File: src/rtl/sr_lab_pkg.sv
`default_nettype none
// ============================================================================
// Package  : sr_lab_pkg
// Purpose  : Shared debounce-channel state encoding and default constants
//            for the sr_ff drive side.
// Revision : 1.0 - initial release
// ============================================================================
package sr_lab_pkg;

    localparam logic [1:0] ST_IDLE      = 2'd0;
    localparam logic [1:0] ST_CHK_PRESS = 2'd1;
    localparam logic [1:0] ST_PRESSED   = 2'd2;
    localparam logic [1:0] ST_CHK_REL   = 2'd3;

    localparam int C_DEBOUNCE_CYCLES_DEFAULT = 50000;
    localparam int C_CNT_W_DEFAULT           = 16;

endpackage : sr_lab_pkg
`default_nettype wire

File: src/rtl/sr_button_driver_if.sv
`default_nettype none
// ============================================================================
// Interface : sr_button_if
// Purpose   : Raw pushbutton inputs and clean S/R/level/conflict outputs of
//             the sr_ff button driver.
// Revision  : 1.0 - initial release
// ============================================================================
interface sr_button_if;

    logic btn_set_raw;
    logic btn_rst_raw;
    logic S;
    logic R;
    logic set_level;
    logic rst_level;
    logic conflict;

    // master: whoever owns the buttons and consumes the pulses
    modport master (
        output btn_set_raw,
        output btn_rst_raw,
        input  S,
        input  R,
        input  set_level,
        input  rst_level,
        input  conflict
    );

    modport slave (
        input  btn_set_raw,
        input  btn_rst_raw,
        output S,
        output R,
        output set_level,
        output rst_level,
        output conflict
    );

endinterface : sr_button_if
`default_nettype wire

File: src/rtl/sr_button_driver_debounce_channel.sv
`default_nettype none
// ============================================================================
// Module   : debounce_channel
// Purpose  : 2-flop synchronizer, counter debounce FSM and press-edge pulse
//            for one raw pushbutton.
// Revision : 1.0 - initial release
// ============================================================================
module debounce_channel
    import sr_lab_pkg::*;
#(
    parameter int DEBOUNCE_CYCLES = C_DEBOUNCE_CYCLES_DEFAULT,
    parameter int CNT_W           = C_CNT_W_DEFAULT
) (
    input  logic clk,
    input  logic rst_n,
    input  logic raw,
    output logic level,
    output logic press_pulse
);

    localparam logic [CNT_W-1:0] C_CNT_LAST = CNT_W'(DEBOUNCE_CYCLES - 1);

    logic             r_sync1;
    logic             r_sync2;
    logic [1:0]       r_state;
    logic [CNT_W-1:0] r_cnt;
    logic             r_level;
    logic             r_pulse;
    logic             w_cnt_done;

    assign w_cnt_done = (r_cnt == C_CNT_LAST);

    always_ff @(posedge clk or negedge rst_n) begin
        if (!rst_n) begin
            r_sync1 <= 1'b0;
            r_sync2 <= 1'b0;
            r_state <= ST_IDLE;
            r_cnt   <= '0;
            r_level <= 1'b0;
            r_pulse <= 1'b0;
        end else begin
            r_sync1 <= raw;
            r_sync2 <= r_sync1;
            r_pulse <= 1'b0;
            case (r_state)
                ST_IDLE: begin
                    if (r_sync2) begin
                        r_state <= ST_CHK_PRESS;
                        r_cnt   <= '0;
                    end
                end
                ST_CHK_PRESS: begin
                    if (!r_sync2) begin
                        r_state <= ST_IDLE;
                        r_cnt   <= '0;
                    end else if (w_cnt_done) begin
                        r_state <= ST_PRESSED;
                        r_cnt   <= '0;
                        r_level <= 1'b1;
                        r_pulse <= 1'b1;
                    end else begin
                        r_cnt <= r_cnt + 1'b1;
                    end
                end
                ST_PRESSED: begin
                    if (!r_sync2) begin
                        r_state <= ST_CHK_REL;
                        r_cnt   <= '0;
                    end
                end
                ST_CHK_REL: begin
                    // release is silent: only the level drops
                    if (r_sync2) begin
                        r_state <= ST_PRESSED;
                        r_cnt   <= '0;
                    end else if (w_cnt_done) begin
                        r_state <= ST_IDLE;
                        r_cnt   <= '0;
                        r_level <= 1'b0;
                    end else begin
                        r_cnt <= r_cnt + 1'b1;
                    end
                end
                default: begin
                    r_state <= ST_IDLE;
                    r_cnt   <= '0;
                end
            endcase
        end
    end

    assign level       = r_level;
    assign press_pulse = r_pulse;

endmodule : debounce_channel
`default_nettype wire

File: src/rtl/sr_button_driver.sv
`default_nettype none
// ============================================================================
// Module   : sr_button_driver
// Purpose  : Debounces set/reset pushbuttons and emits mutually exclusive
//            single-cycle S/R pulses for sr_ff.
// Revision : 1.0 - initial release
// ============================================================================
module sr_button_driver
    import sr_lab_pkg::*;
#(
    parameter int DEBOUNCE_CYCLES = C_DEBOUNCE_CYCLES_DEFAULT,
    parameter int CNT_W           = C_CNT_W_DEFAULT
) (
    input  logic        clk,
    input  logic        rst_n,
    sr_button_if.slave  bus
);

    logic w_set_level;
    logic w_rst_level;
    logic w_set_pulse;
    logic w_rst_pulse;
    logic r_s;
    logic r_r;
    logic r_conflict;

    debounce_channel #(
        .DEBOUNCE_CYCLES (DEBOUNCE_CYCLES),
        .CNT_W           (CNT_W)
    ) u_set_ch (
        .clk         (clk),
        .rst_n       (rst_n),
        .raw         (bus.btn_set_raw),
        .level       (w_set_level),
        .press_pulse (w_set_pulse)
    );

    debounce_channel #(
        .DEBOUNCE_CYCLES (DEBOUNCE_CYCLES),
        .CNT_W           (CNT_W)
    ) u_rst_ch (
        .clk         (clk),
        .rst_n       (rst_n),
        .raw         (bus.btn_rst_raw),
        .level       (w_rst_level),
        .press_pulse (w_rst_pulse)
    );

    // Coincident presses cancel so sr_ff never sees S=R=1; it simply holds.
    always_ff @(posedge clk or negedge rst_n) begin
        if (!rst_n) begin
            r_s        <= 1'b0;
            r_r        <= 1'b0;
            r_conflict <= 1'b0;
        end else begin
            r_s        <= w_set_pulse & ~w_rst_pulse;
            r_r        <= w_rst_pulse & ~w_set_pulse;
            r_conflict <= w_set_pulse &  w_rst_pulse;
        end
    end

    assign bus.S         = r_s;
    assign bus.R         = r_r;
    assign bus.conflict  = r_conflict;
    assign bus.set_level = w_set_level;
    assign bus.rst_level = w_rst_level;

endmodule : sr_button_driver
`default_nettype wire

File: src/flat_wrapper.sv
// flat-port wrapper written by rule: the top's interface ports become plain ports
module sr_button_driver_flat import sr_lab_pkg::*;
#(
    parameter int DEBOUNCE_CYCLES = C_DEBOUNCE_CYCLES_DEFAULT,
    parameter int CNT_W           = C_CNT_W_DEFAULT
)
  (clk, rst_n, bus_btn_set_raw, bus_btn_rst_raw, bus_S, bus_R, bus_set_level, bus_rst_level, bus_conflict);
  sr_button_if bus_i ();
  input  logic clk;
  input  logic rst_n;
  input wire logic [$bits(bus_i.btn_set_raw)-1:0] bus_btn_set_raw;
  input wire logic [$bits(bus_i.btn_rst_raw)-1:0] bus_btn_rst_raw;
  output wire logic [$bits(bus_i.S)-1:0] bus_S;
  output wire logic [$bits(bus_i.R)-1:0] bus_R;
  output wire logic [$bits(bus_i.set_level)-1:0] bus_set_level;
  output wire logic [$bits(bus_i.rst_level)-1:0] bus_rst_level;
  output wire logic [$bits(bus_i.conflict)-1:0] bus_conflict;
  assign bus_i.btn_set_raw = bus_btn_set_raw;
  assign bus_i.btn_rst_raw = bus_btn_rst_raw;
  assign bus_S = bus_i.S;
  assign bus_R = bus_i.R;
  assign bus_set_level = bus_i.set_level;
  assign bus_rst_level = bus_i.rst_level;
  assign bus_conflict = bus_i.conflict;
  sr_button_driver #(.DEBOUNCE_CYCLES(DEBOUNCE_CYCLES), .CNT_W(CNT_W)) u_core (.clk(clk), .rst_n(rst_n), .bus(bus_i));
endmodule
File: config.mk
export PLATFORM = sky130hd
export DESIGN_NAME = sr_button_driver_flat
export DESIGN_NICKNAME = d
export VERILOG_FILES = /design/src/rtl/sr_lab_pkg.sv /design/src/rtl/sr_button_driver_if.sv /design/src/rtl/sr_button_driver_debounce_channel.sv /design/src/rtl/sr_button_driver.sv /design/src/flat_wrapper.sv
export SDC_FILE = /design/constraint.sdc
export NUM_CORES = 1
export LEC_CHECK = 0
export ABC_AREA = 1
export CAP_MARGIN = 5
export CORE_MARGIN = 5
export CORE_UTILIZATION = 60
export CTS_BUF_LIST = sky130_fd_sc_hd__clkbuf_8
export CTS_CLUSTER_SIZE = 24
export DETAILED_ROUTE_END_ITERATION = 16
export PLACE_DENSITY = 0.78
export SLEW_MARGIN = 20
export SYNTH_ARGS = -nofsm -noshare
export SYNTH_HDL_FRONTEND = slang
export SYNTH_HIERARCHICAL = 1
export SYNTH_SLANG_ARGS = --single-unit
File: constraint.sdc
create_clock -name clk -period 1.5 [get_ports clk]
set_input_delay 0.225 -clock clk [delete_from_list [all_inputs] [get_ports clk]]
set_output_delay 0.225 -clock clk [all_outputs]
set_load 0.01 [all_outputs]
==> metrics.txt <==
die area=0.00574 mm^2; post-layout minimum cycle time=1420 ps; fin nets=380; register area share after synthesis=45.4%; CTS Buf Count=5; Diodes inserted=0; MaxCap Viol Count=0; count of cell types in the netlist=21; Die Height=75.7 um; fmax=703 MHz; hold path startpoint=u_core/u_rst_ch/r_sync1; root buf cell=clkbuf_8; Via density=5.44; RD Place Congestion=0.869; CP max stage cell=clkdlybuf4s50_1; commonest non-fill, non-tap cell in the layout=nand2_1; hold path cells=0; Total Power=0.00311 W; initial antenna violation count=0; Worst Path Arrival=1200 ps; headroom to the max-slew limit=73.4%; reg2reg start=u_core/u_set_ch/r_cnt[0]; Initial Utilization=60.8%; Worst Path Class, Setup=reg2out; largest net degree at the start of global routing=21; DRT iter0 DRCs=172; DP Cell Count=411; Synth warnings=6; remaining routing DRC violations=0; CTS tree=yes; critical path cell sequence=clkdlybuf4s50_1; Tcrit/Tclk final=94.9%; worst slew pin tran=398 ps; commonest non-fill, non-tap cells in the layout=nand2_1 (109), dfrtp_1 (46), nand3_1 (40), nor2_1 (36), inv_1 (33); worst hold endpoint=u_core/u_rst_ch/r_sync2; Reg2Reg Depth=8; reg-to-reg endpoint=u_core/u_set_ch/r_cnt[6]; Clk Latency, worst-skew pair=300 ps; Yosys reg bits=47; first drt pass iteration count=4; core outline area=0.00426 mm^2; FF-to-FF setup slack=80 ps; Worst path max stage delay=550 ps; Final Skew=6.97 ps; Setup crit end kind=output pin; fin cells=427; Port-buffer cells=8; DP Wirelength=4020 um; Hold Vio Cnt, Final=0; final slew viol count=0; Placement Setup Slack=51.2 ps; Layout area overhead=14.4%; post-route ant nets=0; Top Family by Delay on Critical Path=buffers and inverters; WL/cell=13.0 um; Critical Path Source Type=register; min-delay worst type=reg2reg; Worst Path Required=1270 ps; total track usage=20.7%; Crit Path Max Fanout=2; H-tree depth=2; worst path bufs/invs=1; worst ir drop on vdd=0.934 mV; P per Cell Area=1050 mW/mm^2; final worst setup slack=76.6 ps; io pins=9; total number of vias=2,321; vias in the first global route=2,120; first-pass GRT wire length=9170 um; clock buffer depth=2; Clock transition at path regs=80 ps; Post-Syn Instances=349; Synth Cell Area=0.00259 mm^2; syn nets=355; CTS sink cnt=47; row count=24; outcome=finished, final reports clean; layout cells sized above 1=13.9%; Congestion Overflow GR=0; Leak=1.37 nW; DIE WIDTH=75.7 um; number of setup violations in the final report=0; Syn Area/Cell=7.43 um^2; wirelength, routed=5530 um
[cell type report]
cell class,count,area (um^2)
Fill cell,353,1300
Multi-Input combinational cell,257,1270
Sequential cell,47,1180
Timing Repair Buffer,22,208
Inverter,41,159
Clock buffer,5,68.8
Tap cell,52,65.1
Clock inverter,3,18.8
[cell usage after synthesis]
cell type	count	area, um^2
a21oi_1	4	20.0
or2_1	2	12.5
nand2_1	109	409
o21ai_0	12	60.1
ha_1	2	25.0
xnor2_1	2	17.5
inv_2	6	22.5
inv_4	2	12.5
xor2_1	8	70.1
nor2_1	38	143
nand2_4	2	22.5
dfrtp_1	47	1180
nand3_1	42	210
inv_1	33	124
o22ai_1	6	37.5
o21bai_1	10	75.1
nor2_2	6	37.5
nor4_1	2	12.5
nand4_1	6	37.5
nand2_2	6	37.5
buf_4	4	30.0
[registers in the layout (all words and copies together), names as in the netlist, named ones only]
| signal | count |
|---|---|
| u_core/u_rst_ch/r_cnt | 16 |
| u_core/u_set_ch/r_cnt | 16 |
| u_core/bus.R | 1 |
| u_core/bus.S | 1 |
| u_core/bus.conflict | 1 |
| u_core/u_rst_ch/level | 1 |
| u_core/u_rst_ch/press_pulse | 1 |
| u_core/u_rst_ch/r_state | 1 |
| u_core/u_rst_ch/r_sync1 | 1 |
| u_core/u_rst_ch/r_sync2 | 1 |
| u_core/u_set_ch/level | 1 |
| u_core/u_set_ch/press_pulse | 1 |
| u_core/u_set_ch/r_state | 1 |
| u_core/u_set_ch/r_sync1 | 1 |
| u_core/u_set_ch/r_sync2 | 1 |
[worst max-delay path by stage]
stage	startpoint	endpoint	depth (start not counted)	slack [ps]
after floorplan	u_core/u_rst_ch/r_cnt[0]	u_core/u_rst_ch/r_cnt[14]	8	210
after global placement	u_core/u_rst_ch/r_cnt[0]	u_core/u_rst_ch/r_cnt[10]	8	80
after detailed placement	u_core/u_set_ch/r_cnt[0]	u_core/u_set_ch/r_cnt[6]	8	50
after CTS	u_core/u_set_ch/r_cnt[0]	u_core/u_set_ch/r_cnt[6]	8	40
after global routing	u_core/u_rst_ch/r_cnt[1]	u_core/u_rst_ch/r_cnt[6]	8	-20
final	u_core/u_rst_ch/level	bus_rst_level	1	80
[metrics by stage]
| step | TNS [ps] | hold WS (ps) | utilization [%] | cell area [um^2] |
|---|---|---|---|---|
| after CTS | 0 | 351 | 67.0 | 2860 |
| after detailed placement | 0 | 172 | 64.7 | 2760 |
| after global routing | -106 | 353 | 69.5 | 2970 |
| after floorplan | 0 | -70.6 | - | 2590 |
| after global placement | 0 | 173 | 64.7 | 2760 |
| final | 0 | 356 | 69.5 | 2970 |
[logic make-up (layout without fill, tap and decap cells)]
group           Yosys count  count (layout)  share of synthesized area (%)
fa+ha+maj                 2               2                          0.965
flops                    47              47                           45.4
simple gates            213             213                           35.6
compound gates           32              32                           7.43
buf+inv                  45              71                           7.29
xor+xnor                 10              10                           3.38
[power breakdown]
| part | switching (W) | internal (W) | leakage, nW |
|---|---|---|---|
| clock network | 0.000418 | 0.000328 | 0.0483 |
| logic | 0.000547 | 0.000335 | 0.688 |
| registers | 0.000113 | 0.00137 | 0.635 |
| total | 0.00108 | 0.00203 | 1.37 |
[layer usage]
layer	part of all wire, %	global-route usage (%)
met5	0	0
met4	0.81	7.18
met3	3.6	3.43
met2	52	36.0
met1	44	26.0
[what timing repair did]
item / CTS / global route
hold endpoints to repair: 14 / 0
gates resized for setup: 0 / 11
setup buffers: 0 / 7
hold buffers: 1 / 0
endpoints found under the setup margin: 0 / 26
(Power assumes the default switching activity.)
